--- src/rtl/flag_pulse_scheduler.sv ---
// flag_pulse_scheduler: source-domain issuer for a single-flag CDC crosser. Queues events
// while the crosser is busy and replays them. Define FLAG_SCHED_STATS_EN to build drop_cnt.
module flag_pulse_scheduler #(
  parameter int CNT_W   = 8,  // pending counter width; saturates at 2^CNT_W-1
  parameter int MIN_GAP = 0   // idle cycles after cdc_busy falls, 0..15
) (
  input  logic             clk,
  input  logic             resetn,
  input  logic             req,
  input  logic             clear,
  input  logic             cdc_busy,
  output logic             cdc_flag,
  output logic [CNT_W-1:0] pending,
  output logic             overflow,
  output logic [15:0]      drop_cnt
);

  typedef enum logic [1:0] {S_IDLE, S_ARM, S_WAIT, S_GAP} state_t;

  localparam logic [CNT_W-1:0] PEND_MAX = '1;
  localparam logic [CNT_W-1:0] PEND_ONE = CNT_W'(1);
  localparam logic [3:0]       GAP_LOAD = (MIN_GAP > 0) ? 4'(MIN_GAP - 1) : 4'd0;

  logic [1:0]       r_rst_sync;
  logic             w_rst_n;
  state_t           r_state;
  state_t           w_state_nxt;
  logic [3:0]       r_gap_cnt;
  logic [CNT_W-1:0] r_pending;
  logic [CNT_W-1:0] w_pending_nxt;
  logic             r_flag;
  logic             r_overflow;
  logic             w_issue;
  logic             w_drop;
  logic             w_pend_sat;
  logic             w_gap_load;
  logic             w_gap_done;

  // Reset asserts asynchronously but is released two edges after resetn rises.
  always_ff @(posedge clk or negedge resetn) begin
    if (!resetn) r_rst_sync <= 2'b00;
    else         r_rst_sync <= {r_rst_sync[0], 1'b1};
  end

  assign w_rst_n = r_rst_sync[1];

  // NOTE: flops use non-blocking (<=) so every register samples the pre-edge values.
  always_ff @(posedge clk or negedge w_rst_n) begin
    if (!w_rst_n) r_state <= S_IDLE;
    else          r_state <= w_state_nxt;
  end

  // NOTE: every always_comb output is given a default first so no path infers a latch.
  always_comb begin
    w_state_nxt = r_state;
    case (r_state)
      S_IDLE:  if (w_issue) w_state_nxt = S_ARM;
      S_ARM:   w_state_nxt = S_WAIT;
      S_WAIT:  if (!cdc_busy) w_state_nxt = (MIN_GAP > 0) ? S_GAP : S_IDLE;
      S_GAP:   if (w_gap_done) w_state_nxt = S_IDLE;
      default: w_state_nxt = S_IDLE;
    endcase
  end

  // ARM ignores cdc_busy: the crosser has not yet reflected the pulse just sent.
  always_comb begin
    w_pend_sat = (r_pending == PEND_MAX);
    w_issue    = (r_state == S_IDLE) && ((r_pending != '0) || req) && !cdc_busy;
    w_gap_load = (r_state == S_WAIT) && !cdc_busy;
    w_gap_done = (r_state == S_GAP) && (r_gap_cnt == 4'd0);
    w_drop     = req && !w_issue && w_pend_sat;
  end

  // A req that coincides with an issue replaces the event being issued.
  always_comb begin
    w_pending_nxt = r_pending;
    if (req && !w_issue && !w_pend_sat) w_pending_nxt = r_pending + PEND_ONE;
    else if (w_issue && !req)           w_pending_nxt = r_pending - PEND_ONE;
  end

  always_ff @(posedge clk or negedge w_rst_n) begin
    if (!w_rst_n) begin
      r_flag    <= 1'b0;
      r_pending <= '0;
      r_gap_cnt <= 4'd0;
    end else begin
      r_flag    <= w_issue;
      r_pending <= w_pending_nxt;
      if (w_gap_load)                                r_gap_cnt <= GAP_LOAD;
      else if ((r_state == S_GAP) && !w_gap_done)    r_gap_cnt <= r_gap_cnt - 4'd1;
    end
  end

  // clear takes priority over a drop in the same cycle.
  always_ff @(posedge clk or negedge w_rst_n) begin
    if (!w_rst_n)    r_overflow <= 1'b0;
    else if (clear)  r_overflow <= 1'b0;
    else if (w_drop) r_overflow <= 1'b1;
  end

`ifdef FLAG_SCHED_STATS_EN
  logic [15:0] r_drop_cnt;

  always_ff @(posedge clk or negedge w_rst_n) begin
    if (!w_rst_n)                                 r_drop_cnt <= 16'h0000;
    else if (clear)                               r_drop_cnt <= 16'h0000;
    else if (w_drop && (r_drop_cnt != 16'hFFFF)) r_drop_cnt <= r_drop_cnt + 16'd1;
  end

  assign drop_cnt = r_drop_cnt;
`else
  assign drop_cnt = 16'h0000;
`endif

  assign cdc_flag = r_flag;
  assign pending  = r_pending;
  assign overflow = r_overflow;

endmodule

--- config.mk ---
export PLATFORM = sky130hd
export DESIGN_NAME = flag_pulse_scheduler
export DESIGN_NICKNAME = d
export VERILOG_FILES = /design/src/rtl/flag_pulse_scheduler.sv
export SDC_FILE = /design/constraint.sdc
export NUM_CORES = 1
export LEC_CHECK = 0
export BUFFER_PORTS_ARGS = -buffer_cell sky130_fd_sc_hd__clkbuf_2
export CAP_MARGIN = 20
export CORE_MARGIN = 5
export CORE_UTILIZATION = 45
export CTS_CLUSTER_DIAMETER = 100
export DETAILED_ROUTE_END_ITERATION = 7
export PLACE_DENSITY = 0.7
export SYNTH_ARGS = -nofsm -noshare
export SYNTH_HDL_FRONTEND = slang
export SYNTH_SLANG_ARGS = --single-unit
--- constraint.sdc ---
create_clock -name clk -period 0.8 [get_ports clk]
set_input_delay 0.12 -clock clk [delete_from_list [all_inputs] [get_ports clk]]
set_output_delay 0.12 -clock clk [all_outputs]
set_load 0.01 [all_outputs]
# Word level (Yosys, flattened, before mapping)
# Index checks and enable logic that the tools add are counted.
[totals] regBits=18 input_bits=5 output_inout_bits=26 elab_cells=48
[op_classes] addsub=3 n_eq_ne=7 n_mux=10 n_reduce_logical=22
[op_table] cell="$mux W8" count=2
[op_table] cell="$logic_and A1 B1 Y1" count=9
[op_table] cell="$add A8 B1 Y8 const B" count=1
[op_table] cell="$eq A8 B8 Y1 const B" count=1
[op_table] cell="$mux W4" count=2
[op_table] cell="$pmux W2 S4" count=1
[op_table] cell="$reduce_bool A8 Y1" count=1
[op_table] cell="$sub A8 B1 Y8 const B" count=1
[op_table] cell="$mux W2" count=3
[op_table] cell="$ne A2 B2 Y1 const B" count=3
[op_table] cell="$reduce_bool A2 Y1" count=3
[op_table] cell="$logic_not A1 Y1" count=5
[op_table] cell="$eq A2 B2 Y1 const B" count=2
[op_table] cell="$logic_not A4 Y1" count=1
[op_table] cell="$sub A4 B1 Y4 const B" count=1
[op_table] cell="$reduce_and A3 Y1" count=1
[op_table] cell="$eq A2 B1 Y1 const B" count=1
[op_table] cell="$logic_not A2 Y1" count=1
[op_table] cell="$mux W1" count=2
[op_table] cell="$logic_or A1 B1 Y1" count=1

# Longest topological paths before layout
# Gate-level depths: netlist of the first run.
[depth] depth_word=9 mapped_depth=10 mapped_depth_nobuf=10

# Worst setup path after synthesis of the first run
# No wires, ideal clock.
[synth_path] kind="reg-to-reg" start="register r_pending[0] (netlist: pending[0])" end="register r_pending[7] (netlist: pending[7])" setup_ns=0.080 arrival_ns=2.506 setup_slack_ns=-1.786 stages_incl_launch_ff=11 n_path_buf=0 path_cell_list="dfrtp_1 -> nand4_1 -> nor2_1 -> nor2_1 -> inv_1 -> ha_1 -> a211oi_1 -> o311ai_1 -> o31ai_1 -> mux2i_1 -> xnor2_1"
[synth_via] elab_chain_len=8
[synth_lines] item="start, declared" line="29" text="logic [CNT_W-1:0] r_pending;"
[synth_lines] item="start signal, assigned" line="88" text="r_pending <= w_pending_nxt;"
[synth_lines] item="parallel branches: the longest is 8 deep, another holds $sub A8 B1 Y8"
# Several ways; the timed one is not identified. The select of a mux whose other input is x is not followed.
# A chain may end at the register's enable or synchronous reset.

# Worst setup path after layout of the first run
[layout_path] start="register r_state[0]" end="register r_pending[7] (netlist: pending[7])"
[layout_via] elab_chain_len=7
[layout_lines] item="start, declared" line="26" text="state_t r_state;"
[layout_lines] item="start signal, assigned" line="50" text="else r_state <= w_state_nxt;"
[layout_lines] item="$logic_not A2 Y1 *" line="68" text="w_issue = (r_state == S_IDLE) && ((r_pending != '0) || req) && !cdc_busy;"
[layout_lines] item="$logic_and A1 B1 Y1 * (2 in series)" line="68"
[layout_lines] item="$logic_not A1 Y1" line="77" text="if (req && !w_issue && !w_pend_sat) w_pending_nxt = r_pending + PEND_ONE;"
[layout_lines] item="$logic_and A1 B1 Y1 (2 in series)" line="77"
[layout_lines] item="$mux W8 / $reduce_bool A2 Y1 (equally long branches)"
# Mark *: on every way between the ends. The rest lies on a longest branch, timed or not.

==> results of run 1 <==
==> synth_stat cells (all sizes together) <==
| cell type | count |
|---|---|
| inv | 6 |
| a21o | 1 |
| ha | 7 |
| o211ai | 1 |
| o31ai | 1 |
| o21ai | 3 |
| a31o | 1 |
| mux2 | 6 |
| nand3 | 2 |
| a21oi | 3 |
| nor3 | 1 |
| nor2b | 1 |
| a31oi | 2 |
| mux2i | 1 |
| xnor2 | 7 |
| dfrtp | 18 |
| conb | 2 |
| or3 | 1 |
| nand2b | 2 |
| fa | 1 |
| nor4 | 2 |
| xor2 | 2 |
| nor2 | 13 |
| nand2 | 5 |
| buf | 16 |
| o311ai | 2 |
| a211oi | 1 |
| nand4 | 2 |
| and2 | 1 |
==> through the flow <==
step,util,setup WS (ps)
detailed placement,0.626,-1460
CTS,0.698,-1450
global placement,0.626,-1420
floorplan,-,-1450
global route,0.759,-1590
finish,0.759,-1490
==> state kept, by name, summed over array words and instances, names as in the netlist <==
signal,count
r_gap_cnt,4
cdc_flag,1
r_state,2
overflow,1
r_rst_sync,2
pending,8
==> area by class of cell <==
cell class	count	area, um^2	area share
well taps	30	37.5	0.0200
flip-flops and latches	18	453	0.241
repair buffers	66	559	0.297
inverters	6	25.0	0.0133
multi-input cells	86	769	0.409
clock buffers	4	36.3	0.0193
==> routing by layer <==
| metal | share of wire | routed length [um] | global-route usage |
|---|---|---|---|
| met1 | 0.39 | 1160 | 0.198 |
| met3 | 0.042 | 125 | 0.0273 |
| met2 | 0.54 | 1610 | 0.305 |
| met5 | 0 | 0 | 0 |
| met4 | 0.021 | 62 | 0.0557 |
==> power by group through the flow <==
| stage | combinational, mW | clock, mW | sequential, mW |
|---|---|---|---|
| floorplan | 2.40 | 0 | 1.71 |
| detailed placement | 4.31 | 0 | 1.36 |
| CTS | 4.73 | 0.568 | 1.37 |
| global placement | 4.12 | 0 | 1.36 |
| finish | 5.45 | 0.577 | 1.40 |
| global route | 5.88 | 0.630 | 1.43 |
==> critical path, cell delays in order, from the launching register on <==
cell and delay, ps:
dfrtp_1 390, or3_4 390, nand2_4 80, nor2_4 50, inv_4 90, ha_4 210, a211oi_2 200, o311ai_2 130
o31ai_2 260, mux2i_1 280, xnor2_1 140
==> cell families (layout without fill, tap and decap cells) <==
group | after synthesis | after routing | synth area share
compound gates | 15 | 15 | 0.0918
xor+xnor | 9 | 9 | 0.0672
fa+ha+maj | 8 | 8 | 0.0918
buf+inv | 22 | 76 | 0.122
flops | 18 | 18 | 0.384
mux | 7 | 7 | 0.0854
other cells | 2 | 17 | 0.00641
simple gates | 30 | 30 | 0.152
==> final timing paths <==
| check | endpoint | cells after the start |
|---|---|---|
| worst max-delay path | pending[7] | 10 |
| worst min-delay path | r_rst_sync[0] | 2 |
| worst max register to register | pending[7] | 10 |
| worst min register to register | pending[4] | 1 |
| max in group asynchronous | pending[0] | 1 |
| min in group clk | r_state[1] | 4 |
==> repair_timing <==
action / 4_1_cts / 5_1_grt
hold buffers: 2 / 0
resized for setup: 21 / 21
endpoints found under the setup margin: 26 / 26
pin swaps: 11 / 8
hold endpoints to repair: 3 / 0
setup buffers: 7 / 13
==> results.txt, run 1 <==
* Global-route wire length before repair: 4.53 mm
* Startpoint of the most critical setup path: r_state[0]
* Sum Neg Setup Slack: -18640 ps
- Number of slew-limit violations in the final report: 0
* Number of standard cells in the final layout excluding fillers: 210
* Switching power of the nets: 2.75 mW
- Final critical delay including setup and external delays: 2290 ps
- In the final layout, the share of cells above drive strength 1 is 0.572.
- Total global routing overflow: 0
- Along the worst path, the maximum fanout reaches 6.
* Type of origin of the critical path: flip-flop
* Clock group share of total power: 0.078
- The die covers 0.00373 mm^2.
* Most common cell after layout, fill and taps aside: buf_4
* Commonest non-fill, non-tap cells in the layout: 36 x buf_4, 19 x buf_6, 17 x conb_1
- Of the total power, the share spent switching nets is 0.370.
* Final worst slack: -1490 ps
- Number of buffers inserted during clock tree synthesis: 3
* Effective utilization at floorplan: 0.473
- Overall Global Routing Usage: 0.167
- Arr. time, crit path: 2540 ps
* Level count of the clock H-tree: 1
* Filler cells: 167
- The repair_antennas step left the layout with diodes totalling 0.
* Critical path data required time: 1040 ps
- R2R Path Start: r_state[0]
- Clock net sink count: 18
- The final layout contains 194 nets.
- In this run, synthesis produced a sequential element count of 18.
- TritonCTS built the clock tree.
- The routed design has 2.96 mm of wire.
- The first routing iteration left 33 violations.
* Maximum frequency from static timing analysis: 436 MHz
- Netlist area before placement: 0.00117 mm^2
* Cell count after synthesis: 111
- The share of total power dissipated in combinational logic is 0.733.
- Sequential share of the synthesized area: 0.384
- The share of total power dissipated in sequential elements is 0.189.
- Dividing total power by cell area gives a power density of 3950 mW/mm^2.
- The tightest hold path in the finished design has a slack of 119 ps.
* Worst min-delay path category: primary input to asynchronous set/reset pin
* Buffers from clock root to sink, at most: 2
* VDD IR-drop max: 3.07 mV
- During I/O placement, the number of pins put on the boundary was 31.
* Top cells by area in the synthesized netlist: dfrtp_1 38%, buf_4 10%, mux2_4 7.7%
* Floorplan row count: 18
* Total power: 7.43 mW
- Clock Tree Root: clkbuf_4
- Static leakage: 0.931 nW
* Average wire length per cell after detail routing: 14.1 um
- Vias per cell: 4.86
- The number of global-route vias before repair is 1023.
- Setup repair after global routing missed its margin: true
- Endpoints failing hold: 0
- The congestion estimate from routability-driven global placement came to 0.792.
* Outcome: finished, violations left
- Count of nets left with antenna violations after detail routing: 0
- The synthesized netlist contains 30 unique library cells.
- Clock Pin Slew Worst Setup and Hold Paths: 110 ps
- Final HPWL DP: 2.07 mm
- Die Span X: 61.0 um
* Standard cell area after detailed placement: 0.00155 mm^2
* Detailed-route via count: 1021
- Area delta synth->final: 60.4%
- Endpoint type of the worst setup path: flip-flop
* Portion of synthesized cell area occupied by the leading cell type: 0.384
* Cell area after layout: 0.00188 mm^2
* Insertion delay of the later-clocked pin in the worst-skew pair: 310 ps
* TritonRoute pass-1 iters: 4
- Largest net degree at the start of global routing: 17
- Pint: 4.68 mW
* Average cell area after synthesis: 10.6 um^2
- After detailed placement, the design holds a cell count of 189.
- Standard cell core area: 0.00248 mm^2
- Setup Viol. Count Final: 26
* Critical path type: flip-flop to flip-flop
- Across the run, the number of max-cap violations was 0.
- Final Skew: 8.24 ps
* Quantity of I/O buffers inserted on ports: 14
- For flop-to-flop paths, the worst setup slack is -1490 ps.
- The final reports fail on negative setup slack.
- Count of warnings emitted by yosys: 0
- Final critical-path share of the clock period: 2.87
- The die is 61.0 um tall.
- The number of antenna violations at the first check in global routing came to 0.
- DRC violations left: 0
- The synthesized design spends more area on one cell type than any other, namely dfrtp_1.
Note: power is estimated with default switching activity, not from simulation.
==> run 2, diff against run 1 <==
--- a/config.mk
+++ b/config.mk
@@ -7,11 +7,11 @@
 export LEC_CHECK = 0
 export BUFFER_PORTS_ARGS = -buffer_cell sky130_fd_sc_hd__clkbuf_2
 export CAP_MARGIN = 20
-export CORE_MARGIN = 5
-export CORE_UTILIZATION = 45
+export CORE_MARGIN = 10
+export CORE_UTILIZATION = 51
 export CTS_CLUSTER_DIAMETER = 100
 export DETAILED_ROUTE_END_ITERATION = 7
-export PLACE_DENSITY = 0.7
+export PLACE_DENSITY = 0.78
 export SYNTH_ARGS = -nofsm -noshare
 export SYNTH_HDL_FRONTEND = slang
 export SYNTH_SLANG_ARGS = --single-unit
==> run 2 against run 1 <==
The run still ends with negative setup slack left. First-iteration DRC count grew to 3.4 times the previous value. Register-to-register slack lost 210 ps. Worst setup slack lost 210 ps. Via count grew 11%. Sequential cell count is the same. Cell area grew 4.9%. Critical path type unchanged.
==> results.txt, run 2 (synthesis gave the netlist of run 1 again) <==
- The final setup TNS is -19500 ps (-856 ps).
* Final worst slack: -1700 ps (-207 ps)
- The leakage dissipation was 0.949 nW (+1.9%).
- Proportion of power drawn by combinational gates: 0.763 (+0.030)
* Total die area: 0.00462 mm^2 (+24%)
* Final HPWL DP: 2.37 mm (+14%)
* Max-cap check violation count: 0 (unchanged)
* Outcome: finished, violations left
* Critical path peak fanout: 5 (-1)
* Insertion delay of the later-clocked pin in the worst-skew pair: 300 ps (about the same)
- The routed wire length per instance is 22.6 um (+60%).
- Violations in the final reports: negative setup slack
- Effective utilization at floorplan: 0.535 (+0.0619)
- Buffers from clock root to sink, at most: 2 (unchanged)
* Number of antenna violations at the first check in global routing: 0 (unchanged)
- Commonest non-fill, non-tap cells in the layout: 32 x buf_4, 18 x buf_6, 17 x conb_1
- The depth of the most critical reg-to-reg path was 10 (unchanged).
- VDD IR-drop max: 3.82 mV (+25%)
- The number of max-slew violations in the final report came to 0 (unchanged).
- Routed WL: 4.65 mm (+57%)
- Standard cell area after detailed placement: 0.00154 mm^2 (-0.65%)
* Pint: 5.09 mW (+8.8%)
* Final nets: 192 (-1.0%)
* Clock Pin Slew Worst Setup and Hold Paths: 120 ps (about the same)
- Maximum frequency from static timing analysis: 400 MHz (-8.3%)
- Final critical delay including setup and external delays: 2500 ps (+207 ps)
- The library cell used most frequently in the layout, excluding fill and tap cells, is buf_4.
- Top delay family on crit path: compound AO/OA/AOI/OAI gates
- Fraction of power spent switching nets: 0.404 (+0.0332)
- The count of input and output buffers is 14 (unchanged).
- The count of boundary I/O pins came to 31 (unchanged).
- Traced cell by cell, the critical path runs through or3_4, nand2_4, nor2_4, clkinv_4, ha_4, a211oi_4, o311ai_4, o31ai_4, mux2i_2, xnor2_1.
- Endpoints failing hold: 0 (unchanged)
- Die Span X: 67.9 um (+11%)
- The combined buffer and inverter count along the critical path is 1 (unchanged).
- Floorplan die height: 67.9 um (+11%)
- The signal arrival time at the worst endpoint came to 2720 ps (+180 ps).
- The final core area utilization came to 0.900 (+0.141).
- The total stage count of the critical path was 10 (unchanged).
- Clock Tree Root: clkbuf_4
- Clock group share of total power: 0.069 (-0.009)
- In this run the worst hold path is classified as primary input to asynchronous set/reset pin.
- The total iterations of the first detailed-routing run was 4 (unchanged).
- Endpoint type of the worst setup path: flip-flop
- The final hold slack came to 146 ps (+27.5 ps).
- The data required time of the critical path came to 1020 ps (-20 ps).
* Level count of the clock H-tree: 1 (unchanged)
- The number of sinks driven by the clock tree came to 18 (unchanged).
- The violation count after the first detailed-routing iteration came to 113 (+240%).
* Overall Global Routing Usage: 0.165 (-0.00275)
- Sequential share of power: 0.168 (-0.021)
* Flip-flop count of the largest register after layout: 8 (unchanged)
- Total global routing overflow: 0 (unchanged)
- The global-route wire length before repair was 5.69 mm (+25%).
- STA classifies the critical path startpoint as a flip-flop.
- Largest net degree at the start of global routing: 17 (unchanged)
- The number of nets still failing antenna checks after routing was 0 (unchanged).
- For this design, the slowest cell found on the critical path is dfrtp_1.
- Switching power of the nets: 3.44 mW (+25%)
- Area delta synth->final: 68.2%
- Setup Viol. Count Final: 26 (unchanged)
- TritonCTS built the clock tree.
- The areal power density over the cells was 4330 mW/mm^2 (+9.5%).
- Final critical-path share of the clock period: 3.13 (+0.258)
- The share of final-layout standard cells stronger than drive strength 1 is 0.601 (+0.0289).
* Detailed-route via count: 1133 (+11%)
- Final Skew: 5.85 ps (-2.39 ps)
- The remaining routing DRC violations is 0 (unchanged).
- The final estimated routing congestion in global placement was 0.808 (+2.0%).
* Worst path max stage delay: 410 ps (+20 ps)
* Standard cell core area: 0.00219 mm^2 (-12%)
- By startpoint and endpoint, the worst setup path is classified as flip-flop to flip-flop.
- The final antenna diode count came to 0 (unchanged).
- The number of buffers created by CTS came to 3 (unchanged).
- Floorplan row count: 17 (-1)
* Vias per cell: 5.50 (+13%)
- The number of global-route vias before repair came to 1140 (+11%).
* Setup repair after global routing missed its margin: true
- Cell area after layout: 0.00197 mm^2 (+4.9%)
-- run 2: final cells by class --
| type | instances | area (um^2) |
|---|---|---|
| inverter | 6 | 27.5 |
| sequential | 18 | 453 |
| tap | 28 | 35.0 |
| clock buffer | 4 | 36.3 |
| multi-input combinational | 86 | 837 |
| timing repair buffer | 64 | 583 |
| fill | 91 | 219 |
-- run 2: final timing paths --
kind | from | endpoint | slack [ps]
min in group clk | cdc_busy | r_state[1] | 270
min reg2reg | r_rst_sync[1] | pending[7] | 210
min | resetn | r_rst_sync[0] | 150
max in group asynchronous | r_rst_sync[1] | pending[1] | 390
max reg2reg | r_state[0] | pending[7] | -1700
max | r_state[0] | pending[7] | -1700
-- run 2: what timing repair did --
item                                   CTS  global route
endpoints found under the hold margin    3             0
hold buffers                             2             0
pin swaps                               15            17
resized for setup                       30            33
setup buffers                           13            10
setup endpoints to repair               26            26
-- run 2: worst reg2reg max path, cell delays in order (launching register included) --
cell and delay [ps]:
dfrtp_1 410, or3_4 390, nand2_4 80, nor2_4 50
clkinv_4 90, ha_4 210, a211oi_4 260, o311ai_4 140
o31ai_4 300, mux2i_2 310, xnor2_1 170
-- run 2: stage by stage --
stage | std cells | setup WS, ps | power, mW
detailed placement | 186 | -1580 | 5.78
global route | 206 | -1760 | 8.94
floorplan | 126 | -1450 | 4.11
finish | 206 | -1700 | 8.53
global placement | 186 | -1400 | 5.51
CTS | 201 | -1490 | 7.16
-- run 2: layer usage --
metal  part of all wire  global-route usage  vias to the layer above
li1                   -                   -                      477
met3              0.057              0.0326                       19
met5                  0                   0                        -
met1               0.35               0.156                      581
met4              0.049              0.0729                        0
met2               0.54               0.328                       56
-- run 2: power groups by stage --
stage | sequential [mW] | combinational (mW) | clock (mW)
2_1_floorplan | 1.71 | 2.40 | 0
3_3_place_gp | 1.35 | 4.17 | 0
3_5_place_dp | 1.38 | 4.41 | 0
4_1_cts | 1.39 | 5.22 | 0.558
5_1_grt | 1.44 | 6.86 | 0.641
6_report | 1.44 | 6.51 | 0.589
==> run 3, diff against run 2 <==
--- a/config.mk
+++ b/config.mk
@@ -7,11 +7,13 @@
 export LEC_CHECK = 0
 export BUFFER_PORTS_ARGS = -buffer_cell sky130_fd_sc_hd__clkbuf_2
 export CAP_MARGIN = 20
+export CELL_PAD_IN_SITES_DETAIL_PLACEMENT = 0
+export CELL_PAD_IN_SITES_GLOBAL_PLACEMENT = 1
 export CORE_MARGIN = 10
-export CORE_UTILIZATION = 51
+export CORE_UTILIZATION = 39
 export CTS_CLUSTER_DIAMETER = 100
 export DETAILED_ROUTE_END_ITERATION = 7
-export PLACE_DENSITY = 0.78
+export PLACE_DENSITY_LB_ADDON = 0.1
 export SYNTH_ARGS = -nofsm -noshare
 export SYNTH_HDL_FRONTEND = slang
 export SYNTH_SLANG_ARGS = --single-unit
==> run 3 against run 2 <==
The flow still finishes with violations (negative setup slack). Cell count decreased by 2.4%. Routed wire length is 40% lower. Utilization decreased by 24 points. Non-clock buffer count is 8 lower. First-iteration DRC count decreased by 88%. Worst setup slack improved by 280 ps. Critical path depth did not move. Critical path type unchanged.
==> results.txt, run 3 (synthesis gave the netlist of run 1 again) <==
- The flow ran to the end, but the final reports show violations.
- Violations in the final reports: negative setup slack
* Clock net sink count: 18 (unchanged)
- The placement-stage cell area was 0.00154 mm^2 (+0.24%).
* Setup Viol. Count Final: 26 (unchanged)
* Critical path type: flip-flop to flip-flop
- Power per standard cell area: 3950 mW/mm^2 (-8.6%)
- The data required time of the critical path was 1030 ps (about the same).
- Clock Tree Root: clkbuf_4
- The final clock period utilization by the worst path was 2.77 (-0.352).
* Vias per cell: 4.65 (-16%)
- Worst min-delay path category: primary input to asynchronous set/reset pin
- Setup repair after global routing could not meet its margin everywhere.
* Clock Pin Slew Worst Setup and Hold Paths: 110 ps (about the same)
- Endpoint type of the worst setup path: flip-flop
- TritonRoute pass-1 iters: 3 (-1)
- Routed WL: 2.80 mm (-40%)
- Largest net degree at the start of global routing: 17 (unchanged)
* Floorplan die height: 74.8 um (+10%)
- CTS tree: yes
- The clock latency of the later-clocked register in the worst-skew pair came to 300 ps (about the same).
* Final nets: 184 (-4.2%)
- Die Span X: 74.8 um (+10%)
- Max-cap check violation count: 0 (unchanged)
* Global-route wire length before repair: 4.54 mm (-20%)
* 1st-iter DRT viols: 14 (-88%)
- Pint: 4.61 mW (-9.3%)
- Number of slew-limit violations in the final report: 0 (unchanged)
* Fraction of power spent switching nets: 0.371 (-0.0322)
* Critical path peak fanout: 6 (+1)
- The detailed-route via count came to 934 (-18%).
- The area of the core region came to 0.00281 mm^2 (+28%).
- Proportion of power drawn by combinational gates: 0.732 (-0.031)
- The slack of the worst reg-to-reg path is -1420 ps (+280 ps).
- Buffers from clock root to sink, at most: 2 (unchanged)
* Maximum frequency from static timing analysis: 451 MHz (+13%)
- Final Skew: 3.95 ps (-1.89 ps)
* Sequential share of power: 0.189 (+0.021)
- Final core utilization: 0.662 (-0.238)
* Count of pins on the block boundary: 31 (unchanged)
- The worst vdd rail ir drop is 2.62 mV (-31%).
- Vias in the first global route: 1005 (-12%)
- Leaving out fill and tap cells, the most frequent cells in the layout are 25 x buf_4, 18 x buf_6, 17 x conb_1.
* Average wire length per cell after detail routing: 13.9 um (-38%)
- The filler cell count is 224 (+150%).
- Floorplan row count: 19 (+2)
- DRC violations left: 0 (unchanged)
- Number of antenna violations at the first check in global routing: 0 (unchanged)
* Worst path max stage delay: 390 ps (-20 ps)
- Count of nets left with antenna violations after detail routing: 0 (unchanged)
- Overall Global Routing Usage: 0.103 (-0.0613)
- The signal arrival time at the worst endpoint is 2450 ps (-270 ps).
* Static leakage: 0.892 nW (-5.9%)
- The final HPWL from detailed placement is 2.16 mm (-8.5%).
- Cell area after layout: 0.00186 mm^2 (-5.8%)
- Final estimated routing congestion in global placement: 0.819 (+1.3%)
- The starting utilization of the core area was 0.418 (-0.117).
- Final worst slack: -1420 ps (+281 ps)
* Flip-flop count of the largest register after layout: 8 (unchanged)
- Most common cell after layout, fill and taps aside: buf_4
- Minimum hold slack: 129 ps (-17.1 ps)
- Relative to the synthesized area, the layout overhead comes to 58.4%.
- The maximum level of the CTS H-tree is 1 (unchanged).
- The number of failing hold endpoints at the final stage came to 0 (unchanged).
- Cell with the largest stage delay on the worst path: dfrtp_1
- Switching power of the nets: 2.73 mW (-21%)
- Quantity of I/O buffers inserted on ports: 14 (unchanged)
- The post-layout minimum cycle time was 2220 ps (-281 ps).
- The final antenna diode count was 0 (unchanged).
* Type of origin of the critical path: flip-flop
- The total overflow reported by the global router came to 0 (unchanged).
* Clock group share of total power: 0.078 (+0.009)
- Layout cells sized above 1: 0.559 (-0.0423)
* Crit path cell chain: or3_4, nand2_4, nor2_4, clkinv_4, ha_4, a211oi_4, o311ai_4, o31ai_2, mux2i_1, xnor2_1
* Total die area: 0.00560 mm^2 (+21%)
* Number of buffers inserted during clock tree synthesis: 3 (unchanged)
run 3: cell type report:
| type | instances | area, um^2 | share of cell area |
|---|---|---|---|
| repair buffers | 56 | 505 | 0.272 |
| multi-input cells | 86 | 796 | 0.429 |
| well taps | 31 | 38.8 | 0.0209 |
| inverters | 6 | 27.5 | 0.0148 |
| flip-flops and latches | 18 | 453 | 0.244 |
| clock buffers | 4 | 36.3 | 0.0195 |
run 3: repair_timing:
action                                  CTS  global route
resized for setup                        26            28
setup buffers                             6             8
hold buffers                              2             0
pin swaps                                11             5
hold endpoints to repair                  3             0
endpoints found under the setup margin   26            26
run 3: worst paths after layout:
path	start	to	cells after the start
max in group asynchronous	r_rst_sync[1]	pending[0]	1
min reg2reg	r_rst_sync[1]	r_state[1]	1
min	resetn	r_rst_sync[1]	2
max	r_state[0]	pending[7]	10
max reg2reg	r_state[0]	pending[7]	10
min in group clk	cdc_busy	r_state[1]	4
run 3: metal layers:
layer / share of wire / routed length (um) / track usage / vias to the layer above
li1: - / - / - / 469
met1: 0.44 / 1250 / 0.126 / 434
met2: 0.46 / 1290 / 0.165 / 27
met3: 0.077 / 215 / 0.0302 / 4
met4: 0.017 / 48 / 0.0441 / 0
met5: 0 / 0 / 0 / -
run 3: stage by stage:
step                instances  setup TNS, ps  setup slack, ps  power, mW
finish                    201         -16760            -1420       7.34
global route              201         -18560            -1550       7.88
CTS                       199         -16760            -1450       6.78
detailed placement        189         -14490            -1540       5.65
global placement          189         -14100            -1440       5.60
floorplan                 126         -14210            -1450       4.11
run 3: worst max-delay path: cells and delay by family, from the launching register on:
family,cells,cell delay (ps)
adders and majority gates,1,210
xor gates and xnor gates,1,130
and+or+nand+nor,3,490
buffers and inverters,1,80
DFF,1,390
muxes,1,270
AOI/OAI and AO/OA,3,580
run 3: power by group through the flow:
| stage | sequential [mW] | combinational [mW] | clock [mW] |
|---|---|---|---|
| final | 1.39 | 5.37 | 0.576 |
| after global routing | 1.42 | 5.82 | 0.634 |
| after CTS | 1.38 | 4.80 | 0.596 |
| after detailed placement | 1.37 | 4.28 | 0 |
| after global placement | 1.36 | 4.24 | 0 |
| after floorplan | 1.71 | 2.40 | 0 |
